<file path="src/rtl/irq_timer_pkg.sv">
// Shared constants for irq_timer: register offsets, STATUS/ENABLE bit positions and CTRL bits.
package irq_timer_pkg;

    localparam logic [3:0] OFF_RELOAD   = 4'h0;
    localparam logic [3:0] OFF_COUNT    = 4'h2;
    localparam logic [3:0] OFF_STATUS   = 4'h4;
    localparam logic [3:0] OFF_PRESCALE = 4'h6;
    localparam logic [3:0] OFF_ENABLE   = 4'h8;
    localparam logic [3:0] OFF_CTRL     = 4'hA;

    localparam int IRQ_BIT_TIMER = 0;
    localparam int IRQ_BIT_EXT0  = 1;

    localparam int CTRL_BIT_RUN  = 0;

    // Byte offset within the 16-byte window; address bit 0 never matters.
    function automatic logic [3:0] reg_offset(input logic [2:0] word_addr);
        return {word_addr, 1'b0};
    endfunction

endpackage

</file>
<file path="src/rtl/irq_edge_sync.sv">
// Per-line 2-flop synchroniser plus a third flop for rising-edge detection.
module irq_edge_sync #(
    parameter int WIDTH = 1
) (
    input  logic             clk,
    input  logic             resetq,
    input  logic [WIDTH-1:0] din,
    output logic [WIDTH-1:0] rise
);

    logic [WIDTH-1:0] sync1, sync2, sync3;

    // sync3 clears on reset, so a line already high at release reads as an edge.
    always_ff @(posedge clk or negedge resetq) begin
        if (!resetq) begin
            sync1 <= '0;
            sync2 <= '0;
            sync3 <= '0;
        end else begin
            sync1 <= din;
            sync2 <= sync1;
            sync3 <= sync2;
        end
    end

    assign rise = sync2 & ~sync3;

endmodule

</file>
<file path="src/rtl/irq_timer.sv">
// J1 I/O-bus interrupt controller with down-counting timer.
// Optional prescaler enabled by defining IRQ_TIMER_PRESCALE_EN.
module irq_timer
    import irq_timer_pkg::*;
#(
    parameter logic [15:0] BASE = 16'h1000,
    parameter int          NSRC = 4
) (
    input  logic            clk,
    input  logic            resetq,
    input  logic            io_rd,
    input  logic            io_wr,
    input  logic [15:0]     io_addr,
    input  logic [15:0]     io_dout,
    input  logic [NSRC-1:0] irq_in,
    output logic [15:0]     rd_data,
    output logic            rd_hit,
    output logic            interrupt_request
);

    localparam int SW = NSRC + 1;

    logic [15:0]     reload, count;
    logic [SW-1:0]   status, enable;
    logic            run;
    logic [7:0]      prescale_rd;
    logic            tick;
    logic [NSRC-1:0] ext_rise;
    logic            sel, wr;
    logic [3:0]      off;
    logic            wr_reload, wr_status, wr_enable, wr_ctrl;
    logic            timer_go, underflow;
    logic [SW-1:0]   set_bits, clr_bits;
    logic            unused_ok;

    assign sel       = (io_addr[15:4] == BASE[15:4]);
    assign off       = reg_offset(io_addr[3:1]);
    assign wr        = io_wr & sel;
    assign wr_reload = wr && (off == OFF_RELOAD);
    assign wr_status = wr && (off == OFF_STATUS);
    assign wr_enable = wr && (off == OFF_ENABLE);
    assign wr_ctrl   = wr && (off == OFF_CTRL);
    assign rd_hit    = sel;
    assign unused_ok = ^{io_rd, io_addr[0]};

`ifdef IRQ_TIMER_PRESCALE_EN
    logic [7:0] prescale, pre_cnt;
    logic       wr_prescale;

    assign wr_prescale = wr && (off == OFF_PRESCALE);

    always_ff @(posedge clk or negedge resetq) begin
        if (!resetq) begin
            prescale <= 8'h00;
            pre_cnt  <= 8'h00;
        end else begin
            if (wr_prescale)
                prescale <= io_dout[7:0];
            if (wr_prescale || !run || (pre_cnt == prescale))
                pre_cnt <= 8'h00;
            else
                pre_cnt <= pre_cnt + 8'h01;
        end
    end

    assign tick        = (pre_cnt == prescale);
    assign prescale_rd = prescale;
`else
    assign tick        = 1'b1;
    assign prescale_rd = 8'h00;
`endif

    // Clearing the run bit on a tick edge suppresses that tick.
    assign timer_go  = tick & run & ~(wr_ctrl & ~io_dout[CTRL_BIT_RUN]);
    assign underflow = timer_go & (count == 16'h0000);

    always_ff @(posedge clk or negedge resetq) begin
        if (!resetq) begin
            reload <= 16'h0000;
            enable <= '0;
            run    <= 1'b0;
        end else begin
            if (wr_reload) reload <= io_dout;
            if (wr_enable) enable <= io_dout[SW-1:0];
            if (wr_ctrl)   run    <= io_dout[CTRL_BIT_RUN];
        end
    end

    always_ff @(posedge clk or negedge resetq) begin
        if (!resetq)
            count <= 16'h0000;
        else if (wr_reload)
            count <= io_dout;
        else if (underflow)
            count <= reload;
        else if (timer_go)
            count <= count - 16'h0001;
    end

    irq_edge_sync #(.WIDTH(NSRC)) u_edge_sync (
        .clk    (clk),
        .resetq (resetq),
        .din    (irq_in),
        .rise   (ext_rise)
    );

    always_comb begin
        set_bits = '0;
        set_bits[IRQ_BIT_TIMER]        = underflow;
        set_bits[IRQ_BIT_EXT0 +: NSRC] = ext_rise;
        clr_bits = wr_status ? io_dout[SW-1:0] : '0;
    end

    // New events are ORed in after the clear so a same-edge set always wins.
    always_ff @(posedge clk or negedge resetq) begin
        if (!resetq)
            status <= '0;
        else
            status <= (status & ~clr_bits) | set_bits;
    end

    assign interrupt_request = |(status & enable);

    always_comb begin
        logic [15:0] status_rd, enable_rd;
        status_rd = 16'h0000;
        enable_rd = 16'h0000;
        status_rd[SW-1:0] = status;
        enable_rd[SW-1:0] = enable;
        rd_data = 16'h0000;
        if (sel) begin
            case (off)
                OFF_RELOAD:   rd_data = reload;
                OFF_COUNT:    rd_data = count;
                OFF_STATUS:   rd_data = status_rd;
                OFF_PRESCALE: rd_data = {8'h00, prescale_rd};
                OFF_ENABLE:   rd_data = enable_rd;
                OFF_CTRL:     rd_data = {15'h0000, run};
                default:      rd_data = 16'h0000;
            endcase
        end
    end

endmodule
</file>
<file path="config.mk">
export PLATFORM = sky130hd
export DESIGN_NAME = irq_timer
export DESIGN_NICKNAME = d
export VERILOG_FILES = /design/src/rtl/irq_timer_pkg.sv /design/src/rtl/irq_edge_sync.sv /design/src/rtl/irq_timer.sv
export SDC_FILE = /design/constraint.sdc
export NUM_CORES = 1
export LEC_CHECK = 0
export BUFFER_PORTS_ARGS = -buffer_cell sky130_fd_sc_hd__buf_2
export CAP_MARGIN = 20
export CELL_PAD_IN_SITES_DETAIL_PLACEMENT = 0
export CELL_PAD_IN_SITES_GLOBAL_PLACEMENT = 2
export CORE_MARGIN = 3
export CORE_UTILIZATION = 34
export DETAILED_ROUTE_END_ITERATION = 7
export HOLD_SLACK_MARGIN = 0.1
export PLACE_DENSITY = 0.78
export SYNTH_ARGS = -nofsm -noshare
export SYNTH_HDL_FRONTEND = slang
export SYNTH_SLANG_ARGS = --single-unit
</file>
<file path="constraint.sdc">
create_clock -name clk -period 2.65 [get_ports clk]
set_input_delay 0.265 -clock clk [delete_from_list [all_inputs] [get_ports clk]]
set_output_delay 0.265 -clock clk [all_outputs]
set_load 0.01 [all_outputs]
</file>
==> key figures, run 1 <==
Synth
  • Mean Syn Cell Area: roughly 9.1 um^2
  • Synth warn: 0
  • Synth unique cells: 60
  • Async SR Flop Fraction: 100%
  • Synthesized cell area: ~0.0031 mm^2
  • Mapped Cells: 340
  • Syn_nets: between 300 and 400
  • Most used DFF post-synth: dfrtp_1
  • Seq cells post-synth: 55
  • Register area share after synthesis: 44.3%
  • EDFF count, synth: 0

Clocking
  • Clock Pin Slew Worst Setup and Hold Paths: around 0.11 ns
  • Cts repair resizes: 0
  • Total CTS buffers: 5
  • Clk root buf: clkbuf_8
  • Post-CTS Setup Bufs: 0
  • H-tree depth: 2
  • Sink Count: 55
  • # hold bufs at CTS: 5
  • Max Root-Sink Buffers: 2
  • Insertion delay to the later sink of the worst-skew pair: 0.31 ns
  • CTS tree: built

Worst setup path
  • R2R Setup Slk: 0.39 ns
  • WP buf/inv: 2
  • Crit path max fanout: 12
  • Critical-path top delay cell: or4_4
  • CP required: ~2.4 ns
  • Setup CP Type: input port to output pin
  • Max stage delay on crit path: approximately 0.55 ns
  • Crit path launch type: input port
  • CP cell instances: buf_2, or4_4, or3_4, or3_4, nor2_1, buf_2
  • R2R Path Start: count[4]
  • Arr. time, crit path: approximately 2.2 ns
  • Critical path's top delay family: simple AND/OR/NAND/NOR gates
  • RR Endpoint: count[13]
  • R2r worst-path depth: 5
  • CP endpoint kind: output pin

Detailed routing
  • Routed WL per cell: about 17 um
  • Final ANT Viol Nets: 0
  • Vias post-DR: 2673
  • Initial DRC count: 132
  • DRC: 0
  • Vias/cell: about 5.3
  • Total Wirelength: around 8.4 mm
  • DRT Pass-1 Iters: 4

Power
  • P_leak: 1.76 nW
  • Power per Cell Area: ~410 mW/mm^2
  • Max rail drop VDD: approximately 300 uV

Finish
  • Filler cell count: between 900 and 1k
  • P&R area growth vs syn: 17.3%
  • Multi-input gate area: 0.00160 mm^2
  • Nets: between 400 and 500
  • FF+latch area: ~0.0014 mm^2
  • # diodes: 0
  • Share of layout cells above drive strength 1: 23.6%

Die
  • Placement row count: 34
  • Chip width: about 100 um
  • Chip height: approximately 100 um
  • Top Ports: 58
  • Core area: ~0.0088 mm^2
  • Die area: between 0.01 and 0.015 mm^2
  • Initial Util: a little over a third

STA
  • Setup Skew: roughly 0.0075 ns
  • Final WS setup: 0.226 ns
  • Setup violators final: 0
  • Worst-Margin Slew: 0.501 ns
  • Max Freq: about 0.41 GHz
  • Crit path time final: about 2.4 ns
  • Setup_tns: 0 ns
  • Final-report max-slew violation count: 0
  • Ratio of final minimum period to clock period: between 90 and 100%
  • RSZ-0062 raised after global routing: no
  • Fin. Hold Viols: 0
  • Rel. slew slack: about two thirds

Placed design
  • Post-DP HPWL: a little under 6 mm
  • Post-Place Setup Slack: around 0.22 ns
  • IO Port Bufs: 55
  • Global placement routability congestion: just over 0.8

Global route
  • Vias in the first global route: about 2.7k
  • First-pass GRT wire length: about 14 mm
  • Total GRT Usage: between 10% and 20%
  • Total gr overflow: 0
  • Largest net degree at the start of global routing: 30
  • Initial antenna violation count: 0

Hold path
  • Hold Path Class: input port to flop
  • Hold depth: 3
  • Min-Delay Endpoint: reload[6]
  • HP Start: io_dout[6]

Status
  • Run status: complete, no violations

Flow run
  • Max-capacitance violation count: 0
[per-layer routing]
metal	GRT usage [%]	up-vias	share of wire (%)
li1	-	1320	-
met1	25.1	1292	47
met2	28.7	59	48
met3	3.24	2	4.4
met4	2.56	0	0.48
met5	0	-	0
[tightest hold or removal path: stages]
cell     delay [ns]
buf_2          0.09
nand2_1        0.04
nand2_1        0.05
[power by group]
part           switching [W]  total (W)  internal [W]  leakage, nW
combinational      0.0000808   0.000137     0.0000557        0.993
clock               0.000305   0.000500      0.000195       0.0463
sequential        0.00000529   0.000855      0.000849        0.720
[layout by cell type (no fill, tap or decap), types with 5 or more instances in the layout]
cell,netlist,layout
buf_4,2,9
o21ai_1,5,5
a21oi_1,22,22
dfrtp_1,55,55
a211oi_1,9,9
clkbuf_8,0,5
a31oi_1,6,6
xnor2_1,5,5
mux2i_1,12,12
buf_2,7,55
o21ai_0,10,10
inv_1,8,8
nor2b_1,5,5
nand3_1,10,10
dlygate4sd3_1,0,5
nor2_1,32,32
nor3_1,8,8
mux2_2,7,7
nand2b_1,6,6
nand2_1,57,57
[through the flow]
step	utilization [%]	power, W	instance area, um^2	cells	hold WS, ns
after global placement	39.7	0.00100	3500	493	0.239
final	41.4	0.00149	3650	506	0.162
after detailed placement	39.7	0.00100	3500	493	0.252
after CTS	41.4	0.00152	3650	506	0.157
after global routing	41.4	0.00157	3650	506	0.150
after floorplan	-	0.000933	3110	340	-0.0306
[synthesized netlist by cell type (3+ instances only)]
library cell	count	share of area, %
buf_2	7	1.1
a211oi_1	9	2.2
o21ai_0	10	1.6
xor2_1	4	1.1
nor3_1	8	1.3
nor2_1	32	3.9
inv_1	8	0.97
a22o_1	4	1.1
o211ai_1	4	0.97
dfrtp_1	55	44
mux2_2	7	2.5
nand3_1	10	1.6
a31oi_1	6	1.2
nand2b_1	6	1.2
nor2b_1	5	1.0
mux2i_1	12	3.9
a21oi_1	22	3.5
nand2_1	57	6.9
clkbuf_1	8	0.97
xnor2_1	5	1.4
o21ai_1	5	0.81
or3_1	3	0.60
a211o_1	4	1.1
nor4_1	3	0.60
[area by class of cell]
cell class              instances  area share, %
clock buffers                   5           1.89
clock inverters                 3          0.755
inverters                       8          0.824
multi-input cells             257           43.8
flip-flops and latches         55           37.7
well taps                     108           3.71
repair buffers                 70           11.3
[state kept, by name, summed over array words and instances (netlist names)]
signal and flops:
count 16, enable 5, reload 16, run 1
status 5, u_edge_sync.sync1 4, u_edge_sync.sync2 4, u_edge_sync.sync3 4
[logic make-up after synthesis]
family,share of synthesized area (%)
flip-flops,44.3
adder cells (fa/ha/maj),0.805
AO/OA/AOI/OAI,16.6
buffers and inverters,4.39
XOR/XNOR,2.54
AND/OR/NAND/NOR,24.2
multiplexers,7.13
[worst max path at each step]
| stage | start | cells after the start | endpoint |
|---|---|---|---|
| 2_1_floorplan | io_addr[5] | 6 | rd_data[10] |
| 3_3_place_gp | io_addr[5] | 6 | rd_data[15] |
| 3_5_place_dp | io_addr[5] | 6 | rd_data[5] |
| 4_1_cts | io_addr[5] | 6 | rd_data[5] |
| 5_1_grt | count[4] | 5 | count[13] |
| 6_report | io_addr[5] | 6 | rd_data[5] |
Power figures use the tool's default switching activity.
==> run 2: changes to the inputs <==
--- a/config.mk
+++ b/config.mk
@@ -10,10 +10,11 @@
 export CELL_PAD_IN_SITES_DETAIL_PLACEMENT = 0
 export CELL_PAD_IN_SITES_GLOBAL_PLACEMENT = 2
 export CORE_MARGIN = 3
-export CORE_UTILIZATION = 34
+export CORE_UTILIZATION = 36
 export DETAILED_ROUTE_END_ITERATION = 7
 export HOLD_SLACK_MARGIN = 0.1
-export PLACE_DENSITY = 0.78
+export MAX_ROUTING_LAYER = met4
+export PLACE_DENSITY = 0.82
 export SYNTH_ARGS = -nofsm -noshare
 export SYNTH_HDL_FRONTEND = slang
 export SYNTH_SLANG_ARGS = --single-unit
==> constraint.sdc (replaced) <==
create_clock -name clk -period 3.15 [get_ports clk]
set_input_delay 0.315 -clock clk [delete_from_list [all_inputs] [get_ports clk]]
set_output_delay 0.315 -clock clk [all_outputs]
set_load 0.01 [all_outputs]
==> run 2 against run 1 <==
Compared with the run above: total power fell by 16%; setup slack improved by 0.41 ns; sequential share of layout area unchanged; sequential cell count unchanged; non-clock buffer count increased by 1; highest routed layer unchanged; critical path type unchanged.
==> key figures, run 2 (synthesized netlist as in run 1, its figures left out) <==
Die
  • Core area: 0.00830 mm^2 (-5.8%)
  • Initial Util: 37.4% (+2.2 points)
  • Top Ports: 58 (unchanged)
  • Chip width: 98.9 um (-2.7%)
  • Chip height: 98.9 um (-2.7%)
  • Die area: 0.00978 mm^2 (-5.2%)
  • Placement row count: 33 (-2.9%)

STA
  • Final WS setup: 0.634 ns (+0.408 ns)
  • Final-report max-slew violation count: 0 (unchanged)
  • Setup Skew: 0.00332 ns (-0.00416 ns)
  • Setup violators final: 0 (unchanged)
  • RSZ-0062 raised after global routing: no
  • Max Freq: just under 0.4 GHz
  • Hold WS: 0.203 ns (+0.0410 ns)
  • Setup_tns: 0 ns (unchanged)
  • Fin. Hold Viols: 0 (unchanged)
  • Rel. slew slack: 63.1% (-3.3 points)
  • Ratio of final minimum period to clock period: between 70% and 80%
  • Crit path time final: 2.52 ns
  • Worst-Margin Slew: 0.553 ns (+0.0523 ns)

Worst setup path
  • R2R Path Start: count[4]
  • WP buf/inv: 2 (unchanged)
  • Setup crit end: rd_data[5]
  • CP endpoint kind: output pin
  • Max stage delay on crit path: 0.55 ns (about the same)
  • Setup CP Type: input port to output pin
  • Critical-path top delay cell: or4_4
  • R2r worst-path depth: 6 (+1)
  • RR Endpoint: count[5]
  • Crit path max fanout: 12 (unchanged)
  • Critical path depth: 6 (unchanged)
  • Arr. time, crit path: 2.20 ns (+0.04 ns)
  • CP required: 2.83 ns (+0.45 ns)
  • CP cell instances: buf_2, or4_4, or3_4, or3_4, nor2_1, buf_2
  • Critical path's top delay family: simple AND/OR/NAND/NOR gates
  • Crit path launch type: input port
  • Crit path launch: io_addr[5]
  • R2R Setup Slk: 0.96 ns (+0.57 ns)

Placed design
  • Post-Place Setup Slack: 0.627 ns (+0.409 ns)
  • DP Area: 0.00348 mm^2 (-0.46%)
  • Post-DP HPWL: 5.74 mm (-3.1%)
  • IO Port Bufs: 55 (unchanged)
  • Global placement routability congestion: 0.793 (-3.0%)

Power
  • Share of power burned in registers: 57.3% (about the same)
  • Clock share of power: 33.2% (-0.3 points)
  • Internal cell power: 0.000924 W (-16%)
  • Power per Cell Area: 344 mW/mm^2 (-16%)
  • P_leak: 1.76 nW (+0.11%)
  • Max rail drop VDD: 200 uV (-33%)
  • Comb pwr share: 9.5% (+0.3 points)
  • Net Switching: 0.000332 W (-15%)
  • Switching share of power: 26.4% (+0.18 points)

Detailed routing
  • Routed WL per cell: 16.7 um (+0.65%)
  • Total Wirelength: 8.42 mm (+0.25%)
  • Initial DRC count: 133 (+0.76%)
  • Vias post-DR: 2744 (+2.7%)
  • Vias/cell: 5.44 (+3.1%)
  • DRT Pass-1 Iters: 4 (unchanged)
  • Final ANT Viol Nets: 0 (unchanged)
  • DRC: 0 (unchanged)

Clocking
  • Clk root buf: clkbuf_8
  • CTS tree: built
  • Total CTS buffers: 5 (unchanged)
  • Clock Pin Slew Worst Setup and Hold Paths: 0.10 ns (about the same)
  • Max Root-Sink Buffers: 2 (unchanged)
  • H-tree depth: 2 (unchanged)
  • Insertion delay to the later sink of the worst-skew pair: 0.32 ns (about the same)
  • Post-CTS Setup Bufs: 0 (unchanged)
  • Sink Count: 55 (unchanged)

Finish
  • Nets: 440 (+0.23%)
  • Fin util: 43.9% (+2.5 points)
  • Most frequent cells in the layout: 57 x nand2_1, 55 x dfrtp_1, 55 x buf_2
  • Most common cell after layout, fill and taps aside: nand2_1
  • Final Cell Area: 0.00365 mm^2 (unchanged)
  • # diodes: 0 (unchanged)
  • Largest registers: count: 16 flops, reload: 16 flops
  • P&R area growth vs syn: 17.3% (unchanged)
  • Share of layout cells above drive strength 1: 23.8% (+0.19 points)
  • Filler cell count: 844 (-8.9%)

Global route
  • Total gr overflow: 0 (unchanged)
  • Largest net degree at the start of global routing: 47 (+57%)
  • First-pass GRT wire length: 14.1 mm (-2.2%)
  • Vias in the first global route: 2664 (-2.7%)
  • Total GRT Usage: 18.5% (+0.85 points)
  • Initial antenna violation count: 0 (unchanged)

Flow run
  • Max-capacitance violation count: 0 (unchanged)

Status
  • Run status: complete, no violations

Hold path
  • Hold Path Class: input port to flop
-- run 2: changes by cell type in the layout (fill, tap and decap cells not counted) --
cell	delta
buf_4	+1
clkinv_4	-1
clkinvlp_4	+1
inv_6	+1
inv_8	-1
-- run 2: worst min-delay path by stage --
stage / cells after the start / end / from
floorplan: 0 / count[0] / resetq
global placement: 0 / u_edge_sync.sync2[2] / u_edge_sync.sync1[2]
detailed placement: 0 / u_edge_sync.sync2[2] / u_edge_sync.sync1[2]
CTS: 3 / reload[6] / io_dout[6]
global route: 3 / reload[7] / io_dout[7]
finish: 3 / reload[6] / io_dout[6]
-- run 2: worst reg2reg max path: cells and delay by family, from the launching register on --
family,cells,cell delay (ns)
AOI/OAI and AO/OA,2,0.44
buffers and inverters,1,0.23
and+or+nand+nor,3,0.99
DFF,1,0.47
-- run 2: metrics by stage --
stage          cells  total power, W
2_1_floorplan    340        0.000785
3_3_place_gp     490        0.000845
3_5_place_dp     490        0.000846
4_1_cts          502         0.00126
5_1_grt          504         0.00132
6_report         504         0.00126
-- run 2: what timing repair did --
item / 4_1_cts / 5_1_grt
endpoints found under the setup margin: 0 / 0
gates resized for setup: 0 / 0
endpoints found under the hold margin: 4 / 19
hold buffers: 4 / 1
-- run 2: final cells by class --
class / instances / area [um^2] / share of cell area (%)
clock buffers: 5 / 68.8 / 1.89
multi-input cells: 257 / 1600 / 43.8
repair buffers: 71 / 420 / 11.5
well taps: 105 / 131 / 3.60
flip-flops and latches: 55 / 1380 / 37.7
clock inverters: 3 / 23.8 / 0.652
inverters: 8 / 30.0 / 0.824
-- run 2: power by group through the flow --
| stage | combinational (W) | clock, W | sequential, W |
|---|---|---|---|
| 6_report | 0.000120 | 0.000417 | 0.000719 |
| 5_1_grt | 0.000134 | 0.000461 | 0.000721 |
| 4_1_cts | 0.000117 | 0.000428 | 0.000719 |
| 3_5_place_dp | 0.000113 | 0 | 0.000733 |
| 3_3_place_gp | 0.000112 | 0 | 0.000733 |
| 2_1_floorplan | 0.0000533 | 0 | 0.000732 |
-- run 2: per-layer routing --
layer / global-route usage [%] / part of all wire [%] / routed length [um]
met1: 25.1 / 47 / 3960
met2: 28.9 / 47 / 3930
met5: - / 0 / 0
met3: 3.04 / 5.3 / 450
met4: 4.41 / 0.88 / 74
==> run 3: changes to the inputs <==
--- a/config.mk
+++ b/config.mk
@@ -5,16 +5,17 @@
 export SDC_FILE = /design/constraint.sdc
 export NUM_CORES = 1
 export LEC_CHECK = 0
+export ABC_AREA = 1
 export BUFFER_PORTS_ARGS = -buffer_cell sky130_fd_sc_hd__buf_2
 export CAP_MARGIN = 20
 export CELL_PAD_IN_SITES_DETAIL_PLACEMENT = 0
 export CELL_PAD_IN_SITES_GLOBAL_PLACEMENT = 2
 export CORE_MARGIN = 3
-export CORE_UTILIZATION = 36
+export CORE_UTILIZATION = 31
 export DETAILED_ROUTE_END_ITERATION = 7
 export HOLD_SLACK_MARGIN = 0.1
 export MAX_ROUTING_LAYER = met4
-export PLACE_DENSITY = 0.82
+export PLACE_DENSITY = 0.77
 export SYNTH_ARGS = -nofsm -noshare
 export SYNTH_HDL_FRONTEND = slang
 export SYNTH_SLANG_ARGS = --single-unit
==> constraint.sdc (replaced) <==
create_clock -name clk -period 2.5 [get_ports clk]
set_input_delay 0.25 -clock clk [delete_from_list [all_inputs] [get_ports clk]]
set_output_delay 0.25 -clock clk [all_outputs]
set_load 0.01 [all_outputs]
==> run 3 against run 2 <==
Compared with the run above: sequential share of layout area fell by 0.65 points; synthesized area is 0.36% lower; die area is 15% higher; sequential power up 46%; design area grew 1.8%; highest routed layer unchanged; via count grew 3.8%; setup slack got worse by 0.12 ns; critical path depth is 3 higher; critical endpoint is now rd_data[0]; non-clock buffer count is 2 higher; combinational power increased by 150%; core utilization shrank 4.7 points.
==> key figures, run 3 <==
Synth
  • EDFF count, synth: 0 (unchanged)
  • Synth warn: 0 (unchanged)
  • Seq cells post-synth: 55 (unchanged)
  • Mapped Cells: 418 (+23%)
  • Async SR Flop Fraction: 100% (unchanged)
  • Syn_nets: 460 (+20%)
  • Most used DFF post-synth: dfrtp_1
  • Most common cell in the netlist: nand2_1
  • Register area share after synthesis: 44.4% (+0.16 points)
  • Largest area contributor in the netlist: dfrtp_1
  • Leading cell types by count after synthesis: 104 x nand2_1, 66 x nor2_1, 55 x dfrtp_1, 50 x inv_1, 27 x o21ai_0
  • Synthesized cell area: 0.00310 mm^2 (-0.36%)
  • Mean Syn Cell Area: 7.41 um^2 (-19%)
  • Synth top area cells: dfrtp_1 44%, nand2_1 13%, nor2_1 8.0%
  • Yosys top cell area share: 44.4% (+0.16 points)
  • Synth unique cells: 36 (-40%)

Flow run
  • Max-capacitance violation count: 0 (unchanged)

Finish
  • Share of layout cells above drive strength 1: 19.5% (-4.3 points)
  • Most common cell after layout, fill and taps aside: nand2_1
  • # diodes: 0 (unchanged)
  • Most frequent cells in the layout: 104 x nand2_1, 66 x nor2_1, 55 x dfrtp_1, 55 x buf_2, 50 x inv_1
  • Nets: 527 (+20%)
  • Fin util: 39.2% (-4.7 points)
  • P&R area growth vs syn: 19.8%
  • Largest registers: count: 16 flops, reload: 16 flops

Die
  • Initial Util: 32.7% (-4.7 points)
  • Placement row count: 35 (+6.1%)
  • Top Ports: 58 (unchanged)
  • Die area: 0.0112 mm^2 (+15%)
  • Chip width: 106 um (+7.1%)
  • Core area: 0.00946 mm^2 (+14%)
  • Chip height: 106 um (+7.1%)

Global route
  • Vias in the first global route: 2791 (+4.8%)
  • M3 GR Usage: 2.43% (-0.61 points)
  • Total gr overflow: 0 (unchanged)
  • Initial antenna violation count: 0 (unchanged)
  • Total GRT Usage: 16.1% (-2.4 points)
  • Met2 Use GR: 25.3% (-3.7 points)
  • Largest net degree at the start of global routing: 56 (+19%)
  • Met1 usage: 22.5% (-2.6 points)
  • Most crowded layer after global routing: met2
  • First-pass GRT wire length: 14.1 mm (+0.35%)

Clocking
  • Insertion delay to the later sink of the worst-skew pair: 0.31 ns (about the same)
  • Max Root-Sink Buffers: 2 (unchanged)
  • Clock Pin Slew Worst Setup and Hold Paths: 0.11 ns (about the same)
  • Sink Count: 55 (unchanged)
  • Clk root buf: clkbuf_8
  • Total CTS buffers: 5 (unchanged)
  • Post-CTS Setup Bufs: 0 (unchanged)
  • CTS tree: built
  • H-tree depth: 2 (unchanged)

Status
  • Run status: complete, no violations

Worst setup path
  • Critical path's top delay family: simple AND/OR/NAND/NOR gates
  • Crit path launch type: input port
  • CP required: 2.25 ns (-0.58 ns)
  • Critical-path top delay cell: buf_4
  • Setup CP Type: input port to output pin
  • WP buf/inv: 3 (+1)
  • Crit path max fanout: 9 (-3)
  • Crit path top cell by count: nor2_1
  • CP endpoint kind: output pin
  • R2R Setup Slk: 0.66 ns (-0.30 ns)
  • Arr. time, crit path: 1.74 ns (-0.46 ns)
  • Max stage delay on crit path: 0.29 ns (-0.26 ns)
  • CP cell instances: buf_2, nor2_1, nand2_1, nor2_1, and2_1, o21ai_1, buf_4, nor2_1, buf_2

Detailed routing
  • DRC: 0 (unchanged)
  • Vias/cell: 4.63 (-15%)
  • DRT Pass-1 Iters: 4 (unchanged)
  • Routed WL per cell: 13.5 um (-19%)
  • Initial DRC count: 124 (-6.8%)
  • Vias post-DR: 2848 (+3.8%)
  • Final ANT Viol Nets: 0 (unchanged)
  • Total Wirelength: 8.29 mm (-1.5%)

Power
  • Comb pwr share: 15.5% (+6.0 points)
  • Switching share of power: 31.6% (+5.2 points)
  • Clock share of power: 29.1% (-4.1 points)
  • Net Switching: 0.000600 W (+81%)
  • Share of power burned in registers: 55.4% (-1.9 points)
  • Max rail drop VDD: 227 uV (+13%)
  • Internal cell power: 0.00130 W (+41%)
  • P_leak: 1.90 nW (+7.8%)
  • Power per Cell Area: 512 mW/mm^2 (+49%)

STA
  • Fin. Hold Viols: 0 (unchanged)
  • Max Freq: 0.504 GHz
  • Ratio of final minimum period to clock period: around four fifths
  • Crit path time final: roughly 2 ns
  • RSZ-0062 raised after global routing: no
  • Setup violators final: 0 (unchanged)
  • Final-report max-slew violation count: 0 (unchanged)
  • Rel. slew slack: 52.1% (-11 points)
  • Setup Skew: 0.00472 ns (+0.00139 ns)
  • Setup_tns: 0 ns (unchanged)
  • Worst-Margin Slew: 0.713 ns (+0.160 ns)

Hold path
  • Hold Path Class: input port to flop

Placed design
  • Global placement routability congestion: 0.799 (+0.78%)
  • IO Port Bufs: 55 (unchanged)
  • Post-DP HPWL: 6.20 mm (+8.0%)
==> run 3: changes by cell type after synthesis, sizes merged, moves of 9 or more <==
cell / change
nand2: +48
inv: +44
nor2: +38
o21ai: +17
nand3: +16
mux2i: -12
a211oi: -9
==> run 3: cell families (layout without fill, tap and decap cells) <==
kind of cell | after synthesis | after routing | share of synthesized area (%)
adders and majority gates | 2 | 2 | 0.808
DFF | 55 | 55 | 44.4
buffers and inverters | 65 | 133 | 8.77
xor gates and xnor gates | 11 | 11 | 3.11
muxes | 3 | 3 | 1.09
AOI/OAI and AO/OA | 65 | 65 | 12.3
and+or+nand+nor | 217 | 217 | 29.5
==> run 3: what timing repair did <==
| item | in CTS | in global routing |
|---|---|---|
| hold buffers | 5 | 0 |
| endpoints found under the hold margin | 59 | 0 |
| resized for setup | 0 | 0 |
==> run 3: power by group through the flow <==
stage	Sequential [W]	Combinational, W	Clock [W]
2_1_floorplan	0.00104	0.000202	0
3_3_place_gp	0.00107	0.000288	0
3_5_place_dp	0.00107	0.000292	0
4_1_cts	0.00105	0.000300	0.000581
5_1_grt	0.00107	0.000348	0.000616
6_report	0.00105	0.000294	0.000554
==> run 3: layout make-up <==
class                   instances  area [um^2]
clock inverters                 3         31.3
fillers                      1058         5750
multi-input cells             298         1450
clock buffers                   5         68.8
inverters                      52          195
repair buffers                 73          423
well taps                     129          161
flip-flops and latches         55         1380
==> run 3: per-layer routing <==
layer | routed length, um | vias to the layer above
li1 | - | 1469
met2 | 3800 | 41
met1 | 4180 | 1336
met4 | 41 | 0
met3 | 270 | 2
met5 | 0 | -
==> run 3: worst paths after layout <==
path                       cells after the start                    to                  from
min in group asynchronous                      3  u_edge_sync.sync1[1]                resetq
min                                            3            reload[13]           io_dout[13]
max reg2reg                                   10             count[13]              count[4]
max in group asynchronous                      3              count[8]                resetq
max                                            9            rd_data[0]            io_addr[9]
min reg2reg                                    0  u_edge_sync.sync2[3]  u_edge_sync.sync1[3]
==> run 3: per-stage QoR <==
step / instance area (um^2) / cells / hold WS, ns / total power [W] / setup slack [ns]
floorplan: 3100 / 418 / -0.0456 / 0.00124 / 0.790
global placement: 3560 / 602 / 0.333 / 0.00136 / 0.466
detailed placement: 3560 / 602 / 0.340 / 0.00136 / 0.465
CTS: 3710 / 615 / 0.129 / 0.00193 / 0.472
global route: 3710 / 615 / 0.145 / 0.00203 / 0.323
finish: 3710 / 615 / 0.141 / 0.00190 / 0.515
==> run 3: worst min-delay path, delay by kind of cell <==
kind,cells,cell delay (ns)
buffers and inverters,1,0.07
AND/OR/NAND/NOR,2,0.10
